$ cat src/rtl/i2c_bit_engine.sv
// i2c_bit_engine: single-byte I2C master bit engine (START, addr+RW, data, STOP).
// Optional I2C_CLK_STRETCH_EN adds scl_i so a slave can stretch SCL high quarters.
module i2c_bit_engine #(
  parameter int CLK_DIV = 250
) (
  input  logic       clk,
  input  logic       reset,
  input  logic       start,
  input  logic       rw,
  input  logic [6:0] dev_addr,
  input  logic [7:0] wr_data,
  output logic [7:0] rd_data,
  output logic       busy,
  output logic       finish,
  output logic       ack_err,
  output logic       scl_oe,
  output logic       sda_oe,
`ifdef I2C_CLK_STRETCH_EN
  input  logic       scl_i,
`endif
  input  logic       sda_i
);

  localparam int PW = $clog2(CLK_DIV);
  localparam logic [PW-1:0] PMAX = PW'(CLK_DIV - 1);

  typedef enum logic [3:0] {
    IDLE, START, ADDR, ADDR_ACK, WDATA,
    WACK, RDATA, RNACK, STOP, DONE
  } state_t;

  state_t state, nstate;

  logic [PW-1:0] presc;
  logic [1:0]    q;
  logic [2:0]    cnt;
  logic          rw_q;
  logic [6:0]    addr_q;
  logic [7:0]    wd_q;
  logic [7:0]    sh;
  logic [7:0]    abyte;
  logic          accept, active, hold, tick;
  logic          sample, slot_end, last_bit;
  logic          data_st, dscl;

  assign accept   = (state == IDLE) && start;
  assign active   = (state != IDLE) && (state != DONE);
  assign busy     = active;
  assign finish   = (state == DONE);

`ifdef I2C_CLK_STRETCH_EN
  assign hold = active && !scl_oe && (q == 2'd1 || q == 2'd2) && !scl_i;
`else
  assign hold = 1'b0;
`endif

  assign tick     = active && !hold && (presc == PMAX);
  assign sample   = tick && (q == 2'd2);
  assign slot_end = tick && (q == 2'd3);
  assign last_bit = slot_end && (cnt == 3'd0);
  assign data_st  = (state == ADDR) || (state == WDATA) || (state == RDATA);
  assign abyte    = {addr_q, rw_q};
  assign dscl     = (q == 2'd0) || (q == 2'd3);

  // state register
  always_ff @(posedge clk or posedge reset) begin
    if (reset) state <= IDLE;
    else       state <= nstate;
  end

  // prescaler, quarter counter and bit counter
  always_ff @(posedge clk or posedge reset) begin
    if (reset) begin
      presc <= '0;
      q     <= 2'd0;
      cnt   <= 3'd0;
    end else if (accept) begin
      presc <= '0;
      q     <= 2'd0;
    end else if (active && !hold) begin
      presc <= tick ? '0 : presc + 1'b1;
      if (tick) q <= q + 2'd1;
      if (slot_end) cnt <= data_st ? cnt - 3'd1 : 3'd7;
    end
  end

  // request latch, ack status and read shifter
  always_ff @(posedge clk or posedge reset) begin
    if (reset) begin
      rw_q    <= 1'b0;
      addr_q  <= 7'd0;
      wd_q    <= 8'd0;
      ack_err <= 1'b0;
      sh      <= 8'd0;
      rd_data <= 8'd0;
    end else begin
      if (accept) begin
        rw_q    <= rw;
        addr_q  <= dev_addr;
        wd_q    <= wr_data;
        ack_err <= 1'b0;
      end
      if (sample && sda_i && (state == ADDR_ACK || state == WACK))
        ack_err <= 1'b1;
      if (sample && state == RDATA)
        sh <= {sh[6:0], sda_i};
      if (slot_end && state == STOP && rw_q && !ack_err)
        rd_data <= sh;
    end
  end

  // next state and pad enables
  always_comb begin
    nstate = state;
    scl_oe = 1'b0;
    sda_oe = 1'b0;
    unique case (state)
      IDLE: if (start) nstate = START;
      START: begin
        scl_oe = (q == 2'd3);
        sda_oe = (q == 2'd2) || (q == 2'd3);
        if (slot_end) nstate = ADDR;
      end
      ADDR: begin
        scl_oe = dscl;
        sda_oe = ~abyte[cnt];
        if (last_bit) nstate = ADDR_ACK;
      end
      ADDR_ACK: begin
        scl_oe = dscl;
        if (slot_end)
          nstate = ack_err ? STOP : (rw_q ? RDATA : WDATA);
      end
      WDATA: begin
        scl_oe = dscl;
        sda_oe = ~wd_q[cnt];
        if (last_bit) nstate = WACK;
      end
      WACK: begin
        scl_oe = dscl;
        if (slot_end) nstate = STOP;
      end
      RDATA: begin
        scl_oe = dscl;
        if (last_bit) nstate = RNACK;
      end
      RNACK: begin
        scl_oe = dscl;
        if (slot_end) nstate = STOP;
      end
      STOP: begin
        scl_oe = (q == 2'd0);
        sda_oe = (q == 2'd0) || (q == 2'd1);
        if (slot_end) nstate = DONE;
      end
      DONE: nstate = IDLE;
      default: nstate = IDLE;
    endcase
  end

endmodule

$ cat config.mk
export PLATFORM = sky130hd
export DESIGN_NAME = i2c_bit_engine
export DESIGN_NICKNAME = d
export VERILOG_FILES = /design/src/rtl/i2c_bit_engine.sv
export SDC_FILE = /design/constraint.sdc
export NUM_CORES = 1
export LEC_CHECK = 0
export CORE_AREA = 8 8 101 103
export DETAILED_ROUTE_END_ITERATION = 6
export DIE_AREA = 0 0 109 111
export PLACE_DENSITY = 0.56
export SLEW_MARGIN = 30
export SYNTH_ARGS = -nofsm -noshare
export SYNTH_HDL_FRONTEND = slang
export SYNTH_SLANG_ARGS = --single-unit
$ cat constraint.sdc
create_clock -name clk -period 2.44 [get_ports clk]
set_input_delay 0.488 -clock clk [delete_from_list [all_inputs] [get_ports clk]]
set_output_delay 0.488 -clock clk [all_outputs]
set_load 0.03 [all_outputs]
==> summary.txt <==
Run status - finished, final reports clean
First-pass GRT wire length - 8920 µm
Power Density - 633 mW/mm²
# setup viols final - 0
Post-synth top area cell - dfrtp_1
Actual slew at the worst max-slew pin - 563 ps
Most frequent cell after synthesis - nand2_1
Via-per-instance ratio - 4.73
H-tree levels - 2
Post-synth top area share - 49.6%
Die height - 111 µm
CTS Hold Buffers Added - 0
Io pins - 33
Sinks on the clock net - 50
Maximum clock rate - 428 MHz
Synthesized instance count - 244
Synth Area in XOR/XNOR - 0.694%
Clk_skew - 12.4 ps
Critical Path RT - 1950 ps
Multi-input logic area - 0.00117 mm²
Largest family of logic cells by synthesized area - simple AND/OR/NAND/NOR gates
Nets@finish - 312
Mapped Nets - 272
Synth top cells by count - 58 x nand2_1, 50 x dfrtp_1, 15 x mux2_2
Ant. Diodes - 0
Unrepaired setup endpoints after global routing - yes
DRC violations left - 0
Buffers on Ports - 32
Worst slew margin relative to its limit - 62.2%
Final Hold Fails - 0
Max clock buf depth - 2
Critical Path End Type - output port
Initial Util - 29.5%
Initial antenna violation count - 0
Share of layout cells above drive strength 1 - 17.9%
Worst-path clk slew - 100 ps
Maximum fanout along the worst path - 5
Average size of a mapped cell - 10.3 µm²
Post-layout minimum cycle time - 2330 ps
Synth Area in Compound Gates - 10.3%
Final Max Slew Viols - 0
GPL Wtd Cong - 0.809
Seq. cell area - 0.00125 mm²
Largest net degree at the start of global routing - 31
Peak VDD IR - 220 µV
Dominant cells by area after synthesis - dfrtp_1 50%, nand2_1 8.6%, mux2_2 6.7%
DR vias - 1,859
Worst-Skew Late Latency - 310 ps
Vias in the first global route - 1,869
Row cnt - 34
Die Span X - 109 µm
Fillers - 887
Asr flop ratio synth - 100%
Critical path startpoint category - register
CTS root buf - clkbuf_8
Area post-placement - 0.00302 mm²
Crit path DAT - 1850 ps
GRT Total Usage - 9.06%
DRT Pass-1 Iters - 4
CORE AREA - 0.00855 mm²
Tightest Hold Check Type - register to register
Final hold slack - 481 ps
Ys flop type - dfrtp_1
Ys Warns - 0
Max_cap viols - 0
Number of CTS-inserted buffers - 5
Synth Cell Area - 0.00252 mm²
EDFF count, synth - 0
Leakage power - 1.44 nW
Antenna Nets Post-Route - 0
Drt initial violations - 48
Synth Area in Simple Gates - 19.3%
Drt total wl - 5330 µm
Area Overhead vs Synth - 24.3%
Final period utilization - 95.7%
Multiplexer area fraction after synthesis - 12.3%
Sequential area share after synthesis - 49.6%
Per-cell routed wire length - 13.6 µm
Synth Area in Adders - 3.97%
Yosys reg bits - 50
Power, Total - 1.98 mW
TritonCTS clock tree - done
Total Die Area - 0.0121 mm²
Synth cell types - 45
Post-route cell area - 0.00314 mm²
Worst Setup Path Type - register to output port
Total congestion overflow - 0
Dpl hpwl - 3990 µm
-- final timing paths --
| kind | from | endpoint | cells after the start | slack (ps) |
|---|---|---|---|---|
| max | cnt[1] | sda_oe | 5 | 110 |
| min | wd_q[5] | wd_q[5] | 2 | 480 |
| max reg2reg | presc[1] | rd_data[4] | 6 | 490 |
| min reg2reg | wd_q[5] | wd_q[5] | 2 | 480 |
| max in group asynchronous | reset | cnt[1] | 3 | 1410 |
| min in group asynchronous | reset | rd_data[0] | 2 | 510 |
-- state kept, by name, summed over array words and instances, names as in the netlist --
signal	flops
presc	8
rd_data	8
sh	8
wd_q	8
addr_q	7
state	4
cnt	3
q	2
ack_err	1
rw_q	1
-- cell type report --
class / instances / share of cell area, %
Clock buffer: 5 / 2.19
Clock inverter: 3 / 1.44
Inverter: 9 / 1.08
Multi-Input combinational cell: 172 / 37.4
Sequential cell: 50 / 39.9
Tap cell: 108 / 4.31
Timing Repair Buffer: 46 / 13.6
-- worst max-delay path, stage by stage, from the launching register on --
cell and delay [ps]:
dfrtp_2 450, mux4_2 510, mux2i_1 140, nand4b_1 110, o211ai_1 120, buf_4 200
-- cell families after synthesis --
kind of cell	Yosys count
fa+ha+maj	8
flops	50
mux	24
buf+inv	22
simple gates	96
compound gates	42
xor+xnor	2
-- where the power goes --
part	switching, mW	leakage, nW	internal (mW)
registers	0.0987	0.649	0.933
clock network	0.281	0.0504	0.305
logic	0.183	0.744	0.182
total	0.563	1.44	1.42
-- metal layers --
layer | up-vias | global-route usage (%) | part of all wire (%)
met5 | - | 0 | 0
li1 | 931 | - | -
met3 | 5 | 2.38 | 4.9
met4 | 0 | 2.74 | 0.99
met2 | 34 | 14.2 | 46
met1 | 889 | 11.8 | 48
-- per-stage QoR --
step / setup slack [ps] / utilization (%) / cells / setup TNS [ps]
CTS: 1.72 / 36.6 / 392 / 0
detailed placement: 44.2 / 35.3 / 384 / 0
finish: 106 / 36.7 / 393 / 0
global placement: 93.9 / 35.3 / 384 / 0
floorplan: 298 / - / 244 / 0
global route: -97.1 / 36.7 / 393 / -97.1
-- layout by cell type, fill, tap and decap left out, drive strengths merged, types with 2 or more instances in the layout --
| cell | synthesis | routed |
|---|---|---|
| nor2 | 5 | 5 |
| ha | 8 | 8 |
| a31oi | 5 | 5 |
| a311oi | 2 | 2 |
| buf | 9 | 16 |
| mux2i | 4 | 4 |
| nand2b | 2 | 2 |
| clkinvlp | 0 | 2 |
| o211ai | 2 | 2 |
| o21ai | 11 | 11 |
| o21a | 2 | 2 |
| nor3b | 2 | 2 |
| nand4 | 3 | 3 |
| a21oi | 12 | 12 |
| nand4b | 2 | 2 |
| o22ai | 2 | 2 |
| inv | 9 | 9 |
| nand3b | 3 | 3 |
| clkbuf | 4 | 6 |
| dfrtp | 50 | 50 |
| a41oi | 2 | 2 |
| nor3 | 2 | 2 |
| nand3 | 8 | 8 |
| mux2 | 16 | 16 |
| nand2 | 58 | 58 |
| and3 | 6 | 6 |
| clkdlybuf4s50 | 0 | 28 |
| mux4 | 4 | 4 |
-- repair_timing --
item / 4_1_cts / 5_1_grt
pin swaps: 0 / 1
resized for setup: 4 / 2
setup buffers: 0 / 1
setup endpoints to repair: 3 / 2
Note: power is estimated with default switching activity, not from simulation.
